<file path="src/rtl/switch_output_arbiter.sv">
// Wormhole round-robin output arbiter: grants one input buffer per packet.
// Define OUTPUT_ARBITER_WATCHDOG_EN to abort packets stalled for 255 cycles.
module switch_output_arbiter #(
    parameter int NUM_BUFFERS = 4,
    parameter int LEN_W       = 8
) (
    input  logic                             CLK,
    input  logic                             nRST,
    input  logic [NUM_BUFFERS-1:0]           req,
    input  logic [NUM_BUFFERS-1:0]           empty,
    input  logic [NUM_BUFFERS*LEN_W-1:0]     pkt_len,
    input  logic                             out_ready,
    output logic [NUM_BUFFERS-1:0]           REN,
    output logic [$clog2(NUM_BUFFERS)-1:0]   sel,
    output logic                             out_valid,
    output logic                             busy,
    output logic                             pkt_done,
    output logic                             timeout
);

    localparam int SEL_W = $clog2(NUM_BUFFERS);
    localparam logic [SEL_W-1:0] LAST = SEL_W'(NUM_BUFFERS - 1);

    typedef enum logic {
        IDLE,
        STREAM
    } state_t;

    state_t             state_q, state_d;
    logic [SEL_W-1:0]   sel_q, sel_d;
    logic [LEN_W-1:0]   remaining_q, remaining_d;
    logic [SEL_W-1:0]   rr_ptr_q, rr_ptr_d;

    logic               found;
    logic [SEL_W-1:0]   grant_idx;
    logic [LEN_W-1:0]   grant_len;
    logic [SEL_W-1:0]   next_ptr;
    logic               fire;
    logic               wd_fire;
    int                 idx;

    // Rotating priority scan starting at rr_ptr
    always_comb begin
        found     = 1'b0;
        grant_idx = '0;
        idx       = 0;
        for (int i = 0; i < NUM_BUFFERS; i++) begin
            idx = int'(rr_ptr_q) + i;
            if (idx >= NUM_BUFFERS) idx = idx - NUM_BUFFERS;
            if (!found && req[SEL_W'(idx)]) begin
                found     = 1'b1;
                grant_idx = SEL_W'(idx);
            end
        end
    end

    always_comb begin
        grant_len = '0;
        for (int i = 0; i < NUM_BUFFERS; i++) begin
            if (SEL_W'(i) == grant_idx) grant_len = pkt_len[i*LEN_W +: LEN_W];
        end
    end

    assign next_ptr = (sel_q == LAST) ? '0 : sel_q + 1'b1;

`ifdef OUTPUT_ARBITER_WATCHDOG_EN
    logic [7:0] stall_cnt_q, stall_cnt_d;

    // Fires in the 255th consecutive stalled cycle; the counter never holds 255
    always_comb begin
        stall_cnt_d = '0;
        wd_fire     = 1'b0;
        if (state_q == STREAM && empty[sel_q]) begin
            if (stall_cnt_q == 8'd254) wd_fire = 1'b1;
            else stall_cnt_d = stall_cnt_q + 8'd1;
        end
    end

    always_ff @(posedge CLK or negedge nRST) begin
        if (!nRST) stall_cnt_q <= '0;
        else       stall_cnt_q <= stall_cnt_d;
    end
`else
    assign wd_fire = 1'b0;
`endif

    always_comb begin
        state_d     = state_q;
        sel_d       = sel_q;
        remaining_d = remaining_q;
        rr_ptr_d    = rr_ptr_q;
        REN         = '0;
        out_valid   = 1'b0;
        pkt_done    = 1'b0;
        fire        = 1'b0;
        unique case (state_q)
            IDLE: begin
                if (found) begin
                    sel_d       = grant_idx;
                    remaining_d = (grant_len == '0) ? LEN_W'(1) : grant_len;
                    state_d     = STREAM;
                end
            end
            STREAM: begin
                out_valid  = !empty[sel_q];
                fire       = out_valid & out_ready;
                REN[sel_q] = fire;
                if (fire) begin
                    remaining_d = remaining_q - LEN_W'(1);
                    if (remaining_q == LEN_W'(1)) begin
                        pkt_done = 1'b1;
                        rr_ptr_d = next_ptr;
                        state_d  = IDLE;
                    end
                end else if (wd_fire) begin
                    remaining_d = '0;
                    rr_ptr_d    = next_ptr;
                    state_d     = IDLE;
                end
            end
            default: state_d = IDLE;
        endcase
    end

    always_ff @(posedge CLK or negedge nRST) begin
        if (!nRST) begin
            state_q     <= IDLE;
            sel_q       <= '0;
            remaining_q <= '0;
            rr_ptr_q    <= '0;
        end else begin
            state_q     <= state_d;
            sel_q       <= sel_d;
            remaining_q <= remaining_d;
            rr_ptr_q    <= rr_ptr_d;
        end
    end

    assign sel     = sel_q;
    assign busy    = (state_q == STREAM);
    assign timeout = wd_fire;

endmodule
</file>
<file path="config.mk">
export PLATFORM = sky130hd
export DESIGN_NAME = switch_output_arbiter
export DESIGN_NICKNAME = d
export VERILOG_FILES = /design/src/rtl/switch_output_arbiter.sv
export SDC_FILE = /design/constraint.sdc
export NUM_CORES = 1
export LEC_CHECK = 0
export CAP_MARGIN = 20
export CORE_MARGIN = 5
export CORE_UTILIZATION = 39
export CTS_BUF_LIST = sky130_fd_sc_hd__clkbuf_2
export DETAILED_ROUTE_END_ITERATION = 10
export GPL_TIMING_DRIVEN = 0
export PLACE_DENSITY = 0.89
export SLEW_MARGIN = 10
export SYNTH_ARGS = -nofsm -noshare
export SYNTH_HDL_FRONTEND = slang
export SYNTH_SLANG_ARGS = --single-unit
</file>
<file path="constraint.sdc">
create_clock -name CLK -period 2 [get_ports CLK]
set_input_delay 0.5 -clock CLK [delete_from_list [all_inputs] [get_ports CLK]]
set_output_delay 0.5 -clock CLK [all_outputs]
set_load 0.01 [all_outputs]
</file>
==> results.tsv <==
metric	value	unit
status	complete, but fails checks	
violations	negative setup slack	
required	1.50	ns
ys_types	37	
path_cells	or4_4 > nor4b_4 > nand2_4 > inv_2 > buf_6	
synth_compound_area_share	19.6	%
ff_latch_area	328	µm²
clkTransAtPathRegs	0.14	ns
die_height	65.6	µm
drive_above_1_share	32.0	%
setup_violations	6	
cts_tree	yes	
grt_pass1_vias	1354	
grt_overflow_total	0	
areaGrowthSynthToFinish	66.6	%
crit_type	flip-flop to output pin	
slowest_stage	or4_4	
n_antenna_cell	0	
synthAdderAreaFrac	6.22	%
drc	0	
rsz0062_at_grt	true	
wl	3940	µm
end_kind	output pin	
drtAntennaViolNets	0	
place.detailed.hpwl	2760	µm
ctsRootBufferMaster	clkbuf_2	
clock-sinks	13	
fmaxAchievable	0.422	GHz
skew	0.00262	ns
reg2reg_from	rr_ptr_q[1]$_DFFE_PN0P_	
async_flop_share	100	%
std_cell_rows	20	
n_fill_cell	246	
vias_per_cell	5.53	
fin_crit	2.37	ns
worstHoldPathType	flip-flop to flip-flop	
period_share	119	%
hold_viol_final	0	
syn_area	0.00121	mm²
yosys_warnings	0	
ioPinCount	53	
synthMuxAreaShare	23.2	%
numCtsBuffers	3	
stdcell_area	0.00201	mm²
start_kind	flip-flop	
syn_avg_cell_area	9.01	µm²
worst_pin_slew	0.603	ns
critPathMaxFanout	3	
synth-main-ff-cell	dfrtp_1	
drt_iter0_markers	48	
routedWlPerCell	16.5	µm
synthCells	134	
setup_ws	-0.371	ns
vdd_ir_drop_max	0.503	mV
num_vias	1321	
place.gp.congestion	0.944	
final_core_util	67.0	%
fin_tns_setup	-1.83	ns
die-area	0.00431	mm²
critPathLaunch	remaining_q[5]$_DFFE_PN0P_	
coreArea	0.00300	mm²
slowest_delay	0.56	ns
synth-simple-area-share	18.7	%
min_from	rr_ptr_q[1]$_DFFE_PN0P_	
cp.arrival	1.87	ns
syn_nets	183	
dpl_cell_area	0.00179	mm²
synth_xor_area_share	0	%
synth_edf_count	0	
clock_path_buffers	2	
drv_cap	0	
synth.yosys.seq_area_share	26.9	%
start_util	40.2	%
place_ws	-1.10	ns
slew_headroom	59.6	%
p_leak	0.922	nW
multi_input_area	906	µm²
hold_slack	0.552	ns
die_x	65.6	µm
slew_violations	0	
grt_max_degree	14	
track_usage	17.9	%
insertion_delay	0.28	ns
synth_top_family_by_area	multiplexers	
grt_pass1_wl	6040	µm
yosys_register_bits	13	
dr.pass1.iters	4	
cellPowerDensity	1040	mW/mm²
antenna_found_initial	0	
portBuffers	51	
final_nets	256	
htreeDepth	1	
layout make-up:
class / count / area share (%)
Multi-Input combinational cell: 107 / 45.0
Timing Repair Buffer: 69 / 31.8
Sequential cell: 13 / 16.3
Tap cell: 33 / 2.05
Inverter: 9 / 1.93
Buffer: 4 / 1.87
Clock buffer: 4 / 0.995
per-stage QoR:
stage	instances	total power, mW
after CTS	234	1.98
after global routing	239	2.25
final	239	2.10
after floorplan	134	1.27
after detailed placement	218	1.63
after global placement	218	1.60
flip-flops by register name (all words and copies together) (netlist names):
| register | count |
|---|---|
| remaining_q | 8 |
| sel | 2 |
| busy | 1 |
| rr_ptr_q | 2 |
cell usage in the layout (no fill, tap or decap), types with 3 or more instances in the layout:
| cell type | instances |
|---|---|
| nor2_1 | 6 |
| mux2i_1 | 17 |
| clkdlybuf4s50_1 | 37 |
| mux2_2 | 3 |
| dfrtp_1 | 11 |
| a21oi_1 | 6 |
| o21ai_0 | 4 |
| buf_4 | 14 |
| and2_4 | 4 |
| nand2_1 | 15 |
| o21ai_1 | 6 |
| clkbuf_2 | 7 |
| dlygate4sd2_1 | 3 |
| ha_1 | 6 |
| inv_1 | 7 |
| a22o_1 | 3 |
| mux2_4 | 3 |
| buf_6 | 10 |
layer usage:
layer / vias to the layer above / GRT usage (%) / part of all wire [%]
met5: - / 0 / 0
met4: 0 / 6.22 / 1.7
met3: 7 / 4.10 / 7.8
met2: 58 / 33.4 / 52
met1: 624 / 19.5 / 38
li1: 632 / - / -
where the power goes:
part / switching [mW] / internal, mW
Sequential: 0.138 / 0.375
Clock: 0.0962 / 0.0530
Combinational: 0.641 / 0.797
worst max-delay path: cells and delay by family (launching register included):
kind	cells	cell delay, ns
simple gates	3	1.00
flops	1	0.43
buf+inv	2	0.16
cell families after synthesis:
logic type / Yosys count
other: 1
and+or+nand+nor: 43
buffers and inverters: 14
adders and majority gates: 6
muxes: 26
DFF: 13
AOI/OAI and AO/OA: 31
cell usage after synthesis, drive strengths merged (2+ instances only):
cell	count	area (µm²)
mux2i	19	190
nand2	16	60.1
dfrtp	13	325
o21ai	11	55.1
a21oi	9	56.3
inv	9	33.8
ha	6	75.1
mux2	6	67.6
nor2	6	22.5
and2	5	31.3
a22o	4	43.8
buf	3	20.0
clkbuf	2	7.51
nand2b	2	12.5
nand3b	2	15.0
nand4	2	12.5
nor4	2	12.5
o22ai	2	12.5
or4	2	15.0
final timing paths:
check	endpoint	slack [ns]	depth (start not counted)
setup reg to reg	remaining_q[0]$_DFFE_PN0P_	-0.01	8
hold reg to reg	rr_ptr_q[1]$_DFFE_PN0P_	0.55	2
min in group asynchronous	busy$_DFF_PN0_	0.57	1
setup / recovery	pkt_done	-0.37	5
max in group asynchronous	rr_ptr_q[1]$_DFFE_PN0P_	1.01	1
hold / removal	rr_ptr_q[1]$_DFFE_PN0P_	0.55	2
timing repair:
action,in CTS,in global routing
pin swaps,7,8
setup endpoints to repair,15,14
endpoints found under the hold margin,0,0
buffers inserted,13,4
gates cloned,0,1
hold buffers,0,0
resized for setup,57,15
(Power assumes the default switching activity.)
